## src/rtl/sdram_rv_arbiter.sv

```systemverilog
// sdram_rv_arbiter: shares the toggle-handshake RISC-V port of the SDRAM
// controller between instruction fetch (client 0), data (client 1) and the
// loader/OSD DMA (client 2). One transaction is outstanding at a time.
// Optional macro ARB_ROUND_ROBIN_EN selects round-robin arbitration;
// when it is undefined the arbiter uses fixed priority 0 > 1 > 2.
module sdram_rv_arbiter #(
   parameter int unsigned ADDR_W = 20,
   parameter int unsigned DATA_W = 16
) (
   input  logic              clk,
   input  logic              resetn,
   input  logic              mem_busy,
   output logic [ADDR_W:1]   mem_addr,
   output logic [DATA_W-1:0] mem_din,
   output logic [1:0]        mem_ds,
   output logic              mem_we,
   output logic              mem_req,
   input  logic              mem_req_ack,
   input  logic [DATA_W-1:0] mem_dout,
   input  logic [ADDR_W:1]   c0_addr,
   input  logic [DATA_W-1:0] c0_din,
   input  logic [1:0]        c0_ds,
   input  logic              c0_we,
   input  logic              c0_req,
   output logic              c0_ack,
   output logic [DATA_W-1:0] c0_dout,
   input  logic [ADDR_W:1]   c1_addr,
   input  logic [DATA_W-1:0] c1_din,
   input  logic [1:0]        c1_ds,
   input  logic              c1_we,
   input  logic              c1_req,
   output logic              c1_ack,
   output logic [DATA_W-1:0] c1_dout,
   input  logic [ADDR_W:1]   c2_addr,
   input  logic [DATA_W-1:0] c2_din,
   input  logic [1:0]        c2_ds,
   input  logic              c2_we,
   input  logic              c2_req,
   output logic              c2_ack,
   output logic [DATA_W-1:0] c2_dout
);

   localparam int unsigned NCLI = 3;

   typedef enum logic [1:0] {S_IDLE, S_WAIT, S_DONE} state_e;

   state_e            state_q;
   logic [ADDR_W:1]   mem_addr_q;
   logic [DATA_W-1:0] mem_din_q;
   logic [1:0]        mem_ds_q;
   logic              mem_we_q;
   logic              mem_req_q;
   logic [NCLI-1:0]   ack_q;
   logic [DATA_W-1:0] dout0_q;
   logic [DATA_W-1:0] dout1_q;
   logic [DATA_W-1:0] dout2_q;
   logic [1:0]        grant_q;
`ifdef ARB_ROUND_ROBIN_EN
   logic [1:0]        rr_q;
`endif

   logic [NCLI-1:0]   pend_c;
   logic              win_vld_c;
   logic [1:0]        win_c;
   logic [ADDR_W:1]   sel_addr_c;
   logic [DATA_W-1:0] sel_din_c;
   logic [1:0]        sel_ds_c;
   logic              sel_we_c;

   // Pending clients and arbitration winner
   always_comb begin
      pend_c    = {c2_req, c1_req, c0_req} ^ ack_q;
      win_vld_c = |pend_c;
      win_c     = 2'd0;
`ifdef ARB_ROUND_ROBIN_EN
      case (rr_q)
         2'd1: begin
            if      (pend_c[1]) win_c = 2'd1;
            else if (pend_c[2]) win_c = 2'd2;
            else                win_c = 2'd0;
         end
         2'd2: begin
            if      (pend_c[2]) win_c = 2'd2;
            else if (pend_c[0]) win_c = 2'd0;
            else                win_c = 2'd1;
         end
         default: begin
            if      (pend_c[0]) win_c = 2'd0;
            else if (pend_c[1]) win_c = 2'd1;
            else                win_c = 2'd2;
         end
      endcase
`else
      if      (pend_c[0]) win_c = 2'd0;
      else if (pend_c[1]) win_c = 2'd1;
      else                win_c = 2'd2;
`endif
   end

   // Request fields of the winning client
   always_comb begin
      sel_addr_c = c0_addr;
      sel_din_c  = c0_din;
      sel_ds_c   = c0_ds;
      sel_we_c   = c0_we;
      case (win_c)
         2'd1: begin
            sel_addr_c = c1_addr;
            sel_din_c  = c1_din;
            sel_ds_c   = c1_ds;
            sel_we_c   = c1_we;
         end
         2'd2: begin
            sel_addr_c = c2_addr;
            sel_din_c  = c2_din;
            sel_ds_c   = c2_ds;
            sel_we_c   = c2_we;
         end
         default: ;
      endcase
   end

   // Issue / wait / complete FSM with registered controller and client outputs
   always_ff @(posedge clk) begin
      if (!resetn) begin
         state_q    <= S_IDLE;
         mem_addr_q <= '0;
         mem_din_q  <= '0;
         mem_ds_q   <= '0;
         mem_we_q   <= 1'b0;
         mem_req_q  <= 1'b0;
         ack_q      <= '0;
         dout0_q    <= '0;
         dout1_q    <= '0;
         dout2_q    <= '0;
         grant_q    <= 2'd0;
`ifdef ARB_ROUND_ROBIN_EN
         rr_q       <= 2'd0;
`endif
      end else begin
         case (state_q)
            S_IDLE: begin
               // Controller must be in phase so mem_req is never toggled twice
               if (!mem_busy && (mem_req_q == mem_req_ack) && win_vld_c) begin
                  mem_addr_q <= sel_addr_c;
                  mem_din_q  <= sel_din_c;
                  mem_ds_q   <= sel_ds_c;
                  mem_we_q   <= sel_we_c;
                  mem_req_q  <= ~mem_req_q;
                  grant_q    <= win_c;
                  state_q    <= S_WAIT;
               end
            end
            S_WAIT: begin
               if (mem_req_ack == mem_req_q) state_q <= S_DONE;
            end
            S_DONE: begin
               // mem_dout is valid in this cycle only
               case (grant_q)
                  2'd1: begin
                     ack_q[1] <= ~ack_q[1];
                     if (!mem_we_q) dout1_q <= mem_dout;
                  end
                  2'd2: begin
                     ack_q[2] <= ~ack_q[2];
                     if (!mem_we_q) dout2_q <= mem_dout;
                  end
                  default: begin
                     ack_q[0] <= ~ack_q[0];
                     if (!mem_we_q) dout0_q <= mem_dout;
                  end
               endcase
`ifdef ARB_ROUND_ROBIN_EN
               rr_q    <= (grant_q == 2'd2) ? 2'd0 : grant_q + 2'd1;
`endif
               state_q <= S_IDLE;
            end
            default: state_q <= S_IDLE;
         endcase
      end
   end

   assign mem_addr = mem_addr_q;
   assign mem_din  = mem_din_q;
   assign mem_ds   = mem_ds_q;
   assign mem_we   = mem_we_q;
   assign mem_req  = mem_req_q;
   assign c0_ack   = ack_q[0];
   assign c1_ack   = ack_q[1];
   assign c2_ack   = ack_q[2];
   assign c0_dout  = dout0_q;
   assign c1_dout  = dout1_q;
   assign c2_dout  = dout2_q;

endmodule

```

## config.mk

```make
export PLATFORM = sky130hd
export DESIGN_NAME = sdram_rv_arbiter
export DESIGN_NICKNAME = d
export VERILOG_FILES = /design/src/rtl/sdram_rv_arbiter.sv
export SDC_FILE = /design/constraint.sdc
export NUM_CORES = 1
export LEC_CHECK = 0
export CAP_MARGIN = 20
export CORE_MARGIN = 2
export CORE_UTILIZATION = 35
export CTS_CLUSTER_DIAMETER = 100
export CTS_CLUSTER_SIZE = 28
export DETAILED_ROUTE_END_ITERATION = 7
export PLACE_DENSITY = 0.75
export SLEW_MARGIN = 40
export SYNTH_ARGS = -nofsm -noshare
export SYNTH_HDL_FRONTEND = slang
export SYNTH_SLANG_ARGS = --single-unit
```

## constraint.sdc

```tcl
create_clock -name clk -period 3.6 [get_ports clk]
set_input_delay 0.72 -clock clk [delete_from_list [all_inputs] [get_ports clk]]
set_output_delay 0.72 -clock clk [all_outputs]
set_load 0.02 [all_outputs]
```

# ---- After elaboration in Yosys (flattened, before gate mapping)
# Index checks and enable logic that the tools add are counted.
dict set report word_totals {
  reg_bits 95
}
dict set report op_classes {
  n_eq_ne 10
  mux 9
  bitwise_logic 7
  reduce_logical 14
}
# cell n
set ops {}
lappend ops {{$pmux W20 S2} 1}
lappend ops {{$pmux W16 S2} 1}
lappend ops {{$reduce_and A2 Y1} 5}
lappend ops {{$reduce_and A3 Y1} 3}
lappend ops {{$mux W2} 4}
lappend ops {{$pmux W2 S2} 2}
lappend ops {{$eq A2 B1 Y1 const B} 3}
lappend ops {{$eq A2 B2 Y1 const B} 3}
lappend ops {{$not A1 Y1} 6}
lappend ops {{$ne A2 B2 Y1 const B} 2}
lappend ops {{$reduce_or A3 Y1} 1}
lappend ops {{$xor A3 B3 Y3} 1}
lappend ops {{$eq A1 B1 Y1} 2}
lappend ops {{$logic_and A1 B1 Y1} 2}
lappend ops {{$logic_not A2 Y1} 1}
lappend ops {{$pmux W1 S2} 1}
lappend ops {{$reduce_or A2 Y1} 1}
lappend ops {{$logic_not A1 Y1} 1}

# ---- Longest topological paths before layout
# Gate-level depths: netlist (run 1).
dict set report depth {
  depth_word 5
  ltp_mapped 7
  depth_no_buf 5
}

# ---- Worst setup path after synthesis (run 1)
# Ideal clock, no wire load.
dict set report synth_timing {
  path_type {input -> register}
  from {input port mem_req_ack}
  to {register mem_addr_q, in the netlist mem_addr[10]}
  setup_time_ps 117
  t_arrival_ps 2096
  required_time_ps 3483
  setup_slack_ps 1387
  path_stages 7
  n_path_buf 3
  cell_sequence {xor2_1 > or4_1 > buf_2 > o21a_1 > buf_6 > buf_6 > a22o_1}
}
dict set report synth_via {
  elab_chain_len 4
}
# item line_no
set synth_rtl {}
lappend synth_rtl {{start: declaration} 18} ;# input logic mem_req_ack,
lappend synth_rtl {{$eq A1 B1 Y1} 144} ;# if (!mem_busy && (mem_req_q == mem_req_ack) && win_vld_c) begin
lappend synth_rtl {{$logic_and A1 B1 Y1 (2 in series)} 144}
lappend synth_rtl {{$reduce_and A2 Y1 (no source line)} --}
lappend synth_rtl {{end signal: assignment} 145} ;# mem_addr_q <= sel_addr_c;
lappend synth_rtl {{end: declaration} 48} ;# logic [ADDR_W:1] mem_addr_q;
# No other way between the ends.
# A chain may end at the register's enable or synchronous reset.

# ---- Worst setup path after layout (run 1)
dict set report layout_timing {
  from {input port c0_req}
  to {register mem_din_q[14] (netlist: mem_din[14])}
}
dict set report layout_via {
  elab_chain_len 4
}
# item line_no
set layout_rtl {}
lappend layout_rtl {{start: declaration} 24} ;# input logic c0_req,
lappend layout_rtl {{$xor A3 B3 Y3 (*)} 72} ;# pend_c = {c2_req, c1_req, c0_req} ^ ack_q;
lappend layout_rtl {{$mux W2 or $reduce_or A3 Y1 (tied branches)} {94, 73}}
lappend layout_rtl {{$eq A2 B2 Y1, or another cell as far along} 106} ;# case (win_c)
lappend layout_rtl {{$pmux W16 S2 or $reduce_and A2 Y1 (tied branches)} --}
lappend layout_rtl {{end signal: assignment} 146} ;# mem_din_q <= sel_din_c;
lappend layout_rtl {{end: declaration} 49} ;# logic [DATA_W-1:0] mem_din_q;
# Every way passes the cells marked *; elsewhere a longest branch is shown, timed or not.

==> results of run 1 <==
[per-stage QoR]
step	setup WS (ps)	utilization [%]	instance area, um2
after CTS	961	60.9	6690
after detailed placement	605	58.2	6390
after global routing	1050	61.0	6700
after floorplan	1390	-	3990
final	1150	61.0	6700
after global placement	713	58.2	6390
[path summary, 6_finish.rpt]
path / to / slack (ps) / cells after the start
worst min-delay path: c0_dout[9] / 450 / 2
worst min register to register: c0_dout[9] / 450 / 2
worst max-delay path: mem_din[14] / 1150 / 6
worst max register to register: mem_din[14] / 1610 / 5
[cell type report]
class,count,area [um2]
inverter,5,18.8
multi-input combinational,380,1950
fill,922,4290
timing repair buffer,238,2360
clock buffer,13,250
clock inverter,3,42.5
tap,140,175
sequential,95,1900
[flip-flops by register name, summed over array words and instances (netlist names)]
| signal | count |
|---|---|
| mem_addr | 20 |
| c0_dout | 16 |
| c1_dout | 16 |
| c2_dout | 16 |
| mem_din | 16 |
| ack_q | 3 |
| grant_q | 2 |
| mem_ds | 2 |
| state_q | 2 |
| mem_req | 1 |
| mem_we | 1 |
[report_power, final]
group | internal, mW | total [mW] | switching [mW]
Clock | 0.557 | 0.932 | 0.375
Sequential | 1.10 | 1.13 | 0.0328
Combinational | 0.293 | 0.540 | 0.247
Total | 1.95 | 2.61 | 0.655
[layer usage]
metal / up-vias / global-route usage [%]
met5: - / 0
met4: 0 / 9.25
met3: 22 / 5.52
met2: 224 / 38.3
met1: 1998 / 22.4
li1: 2173 / -
[layout by cell type (no fill, tap or decap), types with 2 or more instances in the layout]
| cell | n |
|---|---|
| o21ai_0 | 3 |
| and2_1 | 4 |
| a31oi_1 | 39 |
| xor2_1 | 4 |
| nor2_1 | 44 |
| clkdlybuf4s50_1 | 230 |
| clkbuf_1 | 3 |
| buf_4 | 8 |
| a22o_1 | 39 |
| dfxtp_1 | 95 |
| ha_1 | 2 |
| a21oi_1 | 50 |
| or3_1 | 2 |
| nand2_1 | 180 |
| inv_1 | 4 |
| clkbuf_16 | 9 |
[tightest hold or removal path, stage by stage, from the launching register on]
cell     delay (ps)
dfxtp_1         310
nand2_1          50
a21oi_1          50
[logic make-up after synthesis]
kind of cell               share of synthesized area [%]
xor gates and xnor gates                            1.76
and+or+nand+nor                                     23.3
buffers and inverters                               4.86
adders and majority gates                          0.627
AOI/OAI and AO/OA                                   21.8
DFF                                                 47.7
==> metrics.md, run 1 <==
| Metric | Value |
|---|---|
| Status | `finished, final reports clean` |
| Final min period | `2450 ps` |
| CP max stage cell | `xnor2_4` |
| FMAX | `0.408 GHz` |
| Worst Tran Pin Value | `665 ps` |
| Top Family by Delay on Critical Path | `buffers and inverters` |
| R2r startpoint | `ack_q[0]` |
| Ant. Diodes | `0` |
| Setup Skew | `5.54 ps` |
| Worst-case clock buffer depth | `2` |
| Mapped Avg Cell Area | `7.69 um2` |
| Hold buffers post-CTS | `0` |
| Placed insts | `858` |
| Clock Latency Late Sink | `330 ps` |
| Non-filler instance count after layout | `874` |
| Slew HR | `55.7%` |
| Hold slack | `453 ps` |
| FFs w/ async S/R, synth | `0%` |
| Uppermost routed layer | `met4` |
| Post-synthesis sequential area ratio | `47.7%` |
| Share of the synthesized area in the top cell type | `47.7%` |
| Top cells by count, synth | `nand2_1 (180), dfxtp_1 (95), a21oi_1 (50)` |
| Maxcap violations | `0` |
| Critical Path End Type | `flip-flop` |
| Htree depth | `3` |
| Global-route wire length before repair | `20800 um` |
| CP bufs+invs | `2` |
| Crit. Startpoint | `c0_req` |
| Max Transition Viols Final | `0` |
| DR WL/cell | `15.1 um` |
| Gpl congestion | `0.858` |
| CP peak stage delay | `510 ps` |
| Core Area | `0.0110 mm2` |
| Row count | `38` |
| Cell-by-cell trace of the critical path | `clkdlybuf4s50_1 > xnor2_4 > and3_1 > nor3_4 > buf_4 > a22o_1` |
| Synth area leader | `dfxtp_1` |
| Count leader, synth | `nand2_1` |
| VDD IR max | `0.237 mV` |
| Drc violations | `0` |
| Mapped cell area | `0.00399 mm2` |
| Routed wire length | `13200 um` |
| Met3 routed WL | `1110 um` |
| Area delta synth->final | `67.8%` |
| Ys flop type | `dfxtp_1` |
| Number of I/O pins | `231` |
| Crit Path Class | `input pin to flip-flop` |
| Fin crit share | `68.0%` |
| Port Buffers | `230` |
| Yosys cell types | `28` |
| Layout cells sized above 1 | `3.68%` |
| DR iter-0 viols | `286` |
| Largest net degree at the start of global routing | `55` |
| Root Buffer | `clkbuf_16` |
| Fin. Hold Viols | `0` |
| Nets | `871` |
| # resized after CTS | `0` |
| Initial Util | `36.3%` |
| Met1 wire length | `5090 um` |
| Post-DRT Antenna Nets | `0` |
| Total CTS buffers | `9` |
| Cells after Synth | `519` |
| Min-Delay Startpoint | `c0_dout[9]` |
| Worst-path clk slew | `60 ps` |
| Worst min-delay path category | `flip-flop to flip-flop` |
| Vias in the first global route | `4263` |
| CTS tree | `yes` |
| LEAKAGE | `2.45 nW` |
| Crit start category | `input pin` |
| Crit path max fanout | `39` |
| Die Width | `111 um` |
| Worst EP required | `3820 ps` |
| RSZ-0062 raised after global routing | `false` |
| GRT Residual Overflow | `0` |
| Pre-Repair DR Iteration Count | `5` |
| Yosys warnings | `0` |
| Synth Net Count | `661` |
| Clock Sink Count | `95` |
| Area contributors post-synth | `dfxtp_1 (48%), nand2_1 (17%), a22o_1 (8.6%), a21oi_1 (6.3%), a31oi_1 (6.1%)` |
| PD cells | `389 mW/mm2` |
| Vias per cell | `5.05` |
| Number of synthesized flops with an enable pin | `0` |
| Initial antenna violation count | `0` |
| Postcts setup bufs | `0` |
| Post-route setup TNS | `0 ps` |
| Crit path DAT | `2670 ps` |
| All-Layer GR Usage | `20.9%` |
| WL met2 | `6630 um` |
| Flops & latches, synth | `95` |
| Die H | `111 um` |
| Endpoints failing setup | `0` |
| DIE AREA | `0.0123 mm2` |
| Pwr Total | `2.61 mW` |
| Vias after detailed routing | `4417` |
| Detailed placement HPWL | `10100 um` |
Note: power is estimated with default switching activity, not from simulation.
==> inputs of run 2 (changes only) <==
--- a/config.mk
+++ b/config.mk
@@ -7,11 +7,11 @@
 export LEC_CHECK = 0
 export CAP_MARGIN = 20
 export CORE_MARGIN = 2
-export CORE_UTILIZATION = 35
+export CORE_UTILIZATION = 34
 export CTS_CLUSTER_DIAMETER = 100
 export CTS_CLUSTER_SIZE = 28
 export DETAILED_ROUTE_END_ITERATION = 7
-export PLACE_DENSITY = 0.75
+export PLACE_DENSITY = 0.76
 export SLEW_MARGIN = 40
 export SYNTH_ARGS = -nofsm -noshare
 export SYNTH_HDL_FRONTEND = slang
==> constraint.sdc (replaced) <==
create_clock -name clk -period 2.2 [get_ports clk]
set_input_delay 0.44 -clock clk [delete_from_list [all_inputs] [get_ports clk]]
set_output_delay 0.44 -clock clk [all_outputs]
set_load 0.02 [all_outputs]
==> run 2 against run 1 <==
Against the previous run: non-clock buffer count increased by 12; first-iteration DRC count rose by 7.3%; clock-buffer cell count decreased by 3; via count is 1.2% higher; die area rose by 2.8%; global-route usage shrank 0.079 points; worst hold slack improved by 4.5 ps; design area up 2.1%; register-to-register slack got worse by 1300 ps.
==> metrics.md, run 2 (synthesis results as in run 1) <==
| Metric | Value |
|---|---|
| Row count | `39 (+2.6%)` |
| Fin crit share | `90.3%` |
| Pwr Total | `4.29 mW (+65%)` |
| All-Layer GR Usage | `20.8% (-0.079 points)` |
| LEAKAGE | `2.53 nW (+3.3%)` |
| Max Transition Viols Final | `0 (unchanged)` |
| Max reg flops | `20 (unchanged)` |
| R2r startpoint | `mem_req` |
| Core Area | `0.0114 mm2 (+4.0%)` |
| Setup Skew | `6.16 ps (+0.626 ps)` |
| Post-route setup TNS | `0 ps (unchanged)` |
| Nets | `883 (+1.4%)` |
| Die H | `112 um (+1.4%)` |
| Die Width | `112 um (+1.4%)` |
| RSZ-0062 raised after global routing | `false` |
| Worst-case clock buffer depth | `2 (unchanged)` |
| Crit Path Class | `input pin to flip-flop` |
| Crit start category | `input pin` |
| Largest net degree at the start of global routing | `68 (+24%)` |
| Maxcap violations | `0 (unchanged)` |
| Slew HR | `56.8% (+1.1 points)` |
| GRT Residual Overflow | `0 (unchanged)` |
| Vias per cell | `5.03 (-0.53%)` |
| # resized after CTS | `0 (unchanged)` |
| Postcts setup bufs | `0 (unchanged)` |
| Critical Path End Type | `flip-flop` |
| Worst min-delay path category | `flip-flop to flip-flop` |
| Htree depth | `3 (unchanged)` |
| DIE AREA | `0.0126 mm2 (+2.8%)` |
| FMAX | `0.503 GHz` |
| Final min period | `1990 ps` |
| Endpoints failing setup | `0 (unchanged)` |
| Port Buffers | `230 (unchanged)` |
| Worst setup margin | `213 ps (-938 ps)` |
| DR iter-0 viols | `307 (+7.3%)` |
| Vias after detailed routing | `4469 (+1.2%)` |
| Place WS | `-139 ps (-744 ps)` |
| Total CTS buffers | `9 (unchanged)` |
| Hold slack | `457 ps (+4.50 ps)` |
| Initial antenna violation count | `0 (unchanged)` |
| Status | `finished, final reports clean` |
| Clock Latency Late Sink | `340 ps (about the same)` |
| Min-Delay Startpoint | `c2_dout[12]` |
| Fill cells | `993 (+7.7%)` |
| Number of I/O pins | `231 (unchanged)` |
| Clock Sink Count | `95 (unchanged)` |
| Hold Path Depth | `2 (unchanged)` |
| DR WL/cell | `15.0 um (-0.90%)` |
| Worst Tran Pin Value | `646 ps (-18.7 ps)` |
| Vias in the first global route | `4265 (+0.047%)` |
| Global-route wire length before repair | `20900 um (+0.20%)` |
| PD cells | `627 mW/mm2 (+61%)` |
| R2r setup slk | `340 ps (-1270 ps)` |
| Commonest non-fill, non-tap cells in the layout | `clkdlybuf4s50_1 (230), nand2_1 (180), dfxtp_1 (95)` |
| Detailed placement HPWL | `10200 um (+1.5%)` |
| Worst-path clk slew | `60 ps (about the same)` |
| Worst Hold End | `c2_dout[12]` |
| Worst reg2reg endpoint | `mem_addr[19]` |
| Crit path DAT | `2270 ps (-400 ps)` |
| Commonest non-fill, non-tap cell in the layout | `clkdlybuf4s50_1` |
| Crit path max fanout | `31 (-21%)` |
| Multi-input gate area | `0.00193 mm2 (-0.58%)` |
| Area delta synth->final | `71.4%` |
| Layout cells sized above 1 | `5.50% (+1.8 points)` |
| Gpl congestion | `0.795 (-7.4%)` |
| Ant. Diodes | `0 (unchanged)` |
| VDD IR max | `0.332 mV (+40%)` |
| Worst EP required | `2490 ps (-1330 ps)` |
| Hold buffers post-CTS | `0 (unchanged)` |
| Drc violations | `0 (unchanged)` |
| Pre-Repair DR Iteration Count | `4 (-1)` |
| Register-to-Register Path Depth | `6 (+1)` |
| Fin. Hold Viols | `0 (unchanged)` |
| Post-DRT Antenna Nets | `0 (unchanged)` |
| Register area | `0.00190 mm2 (unchanged)` |
| CTS tree | `yes` |
| Routed wire length | `13300 um (+0.80%)` |
| Initial Util | `34.9% (-1.4 points)` |
| Root Buffer | `clkbuf_16` |
## run 2: cell count changes in the layout (fill, tap and decap cells not counted)
cell      before  now
clkinv_4       0    1
clkbuf_8       1    0
xnor2_2        1    2
clkbuf_1       3    1
buf_12         0    5
buf_4          8   15
xnor2_4        1    0
clkinv_2       1    3
## run 2: worst max path at each step
| stage | end | start | slack, ps |
|---|---|---|---|
| 5_1_grt | mem_din[11] | mem_req_ack | 120 |
| 3_5_place_dp | mem_addr[19] | mem_req_ack | -140 |
| 2_1_floorplan | mem_addr[10] | mem_req_ack | 270 |
| 6_report | mem_addr[19] | mem_req_ack | 210 |
| 4_1_cts | mem_addr[19] | mem_req_ack | 210 |
| 3_3_place_gp | mem_addr[19] | mem_req_ack | -120 |
## run 2: final cells by class
type	count	share of cell area (%)
inverter	5	0.274
timing repair buffer	250	36.8
clock buffer	10	3.35
sequential	95	27.8
clock inverter	6	0.896
multi-input combinational	380	28.3
tap	143	2.62
## run 2: power breakdown
group	switching (mW)	internal, mW
sequential	0.0543	1.80
clock	0.640	0.877
combinational	0.408	0.508
total	1.10	3.19
## run 2: metrics by stage
step	std cells	area, um2	util [%]
2_1_floorplan	519	3990	-
3_3_place_gp	873	6550	57.4
3_5_place_dp	873	6550	57.4
4_1_cts	889	6840	59.9
5_1_grt	889	6840	59.9
6_report	889	6840	59.9
## run 2: worst max-delay path, cell delays in order
cell and delay, ps:
clkdlybuf4s50_1 410, xor2_1 150, or4_1 470, buf_4 200
nor3_4 220, buf_12 210, a22o_1 160
## run 2: routing by layer
| layer | wire length [um] | track usage [%] |
|---|---|---|
| met1 | 5270 | 23.3 |
| met2 | 6700 | 37.3 |
| met3 | 915 | 4.59 |
| met4 | 416 | 10.1 |
| met5 | 0 | 0 |
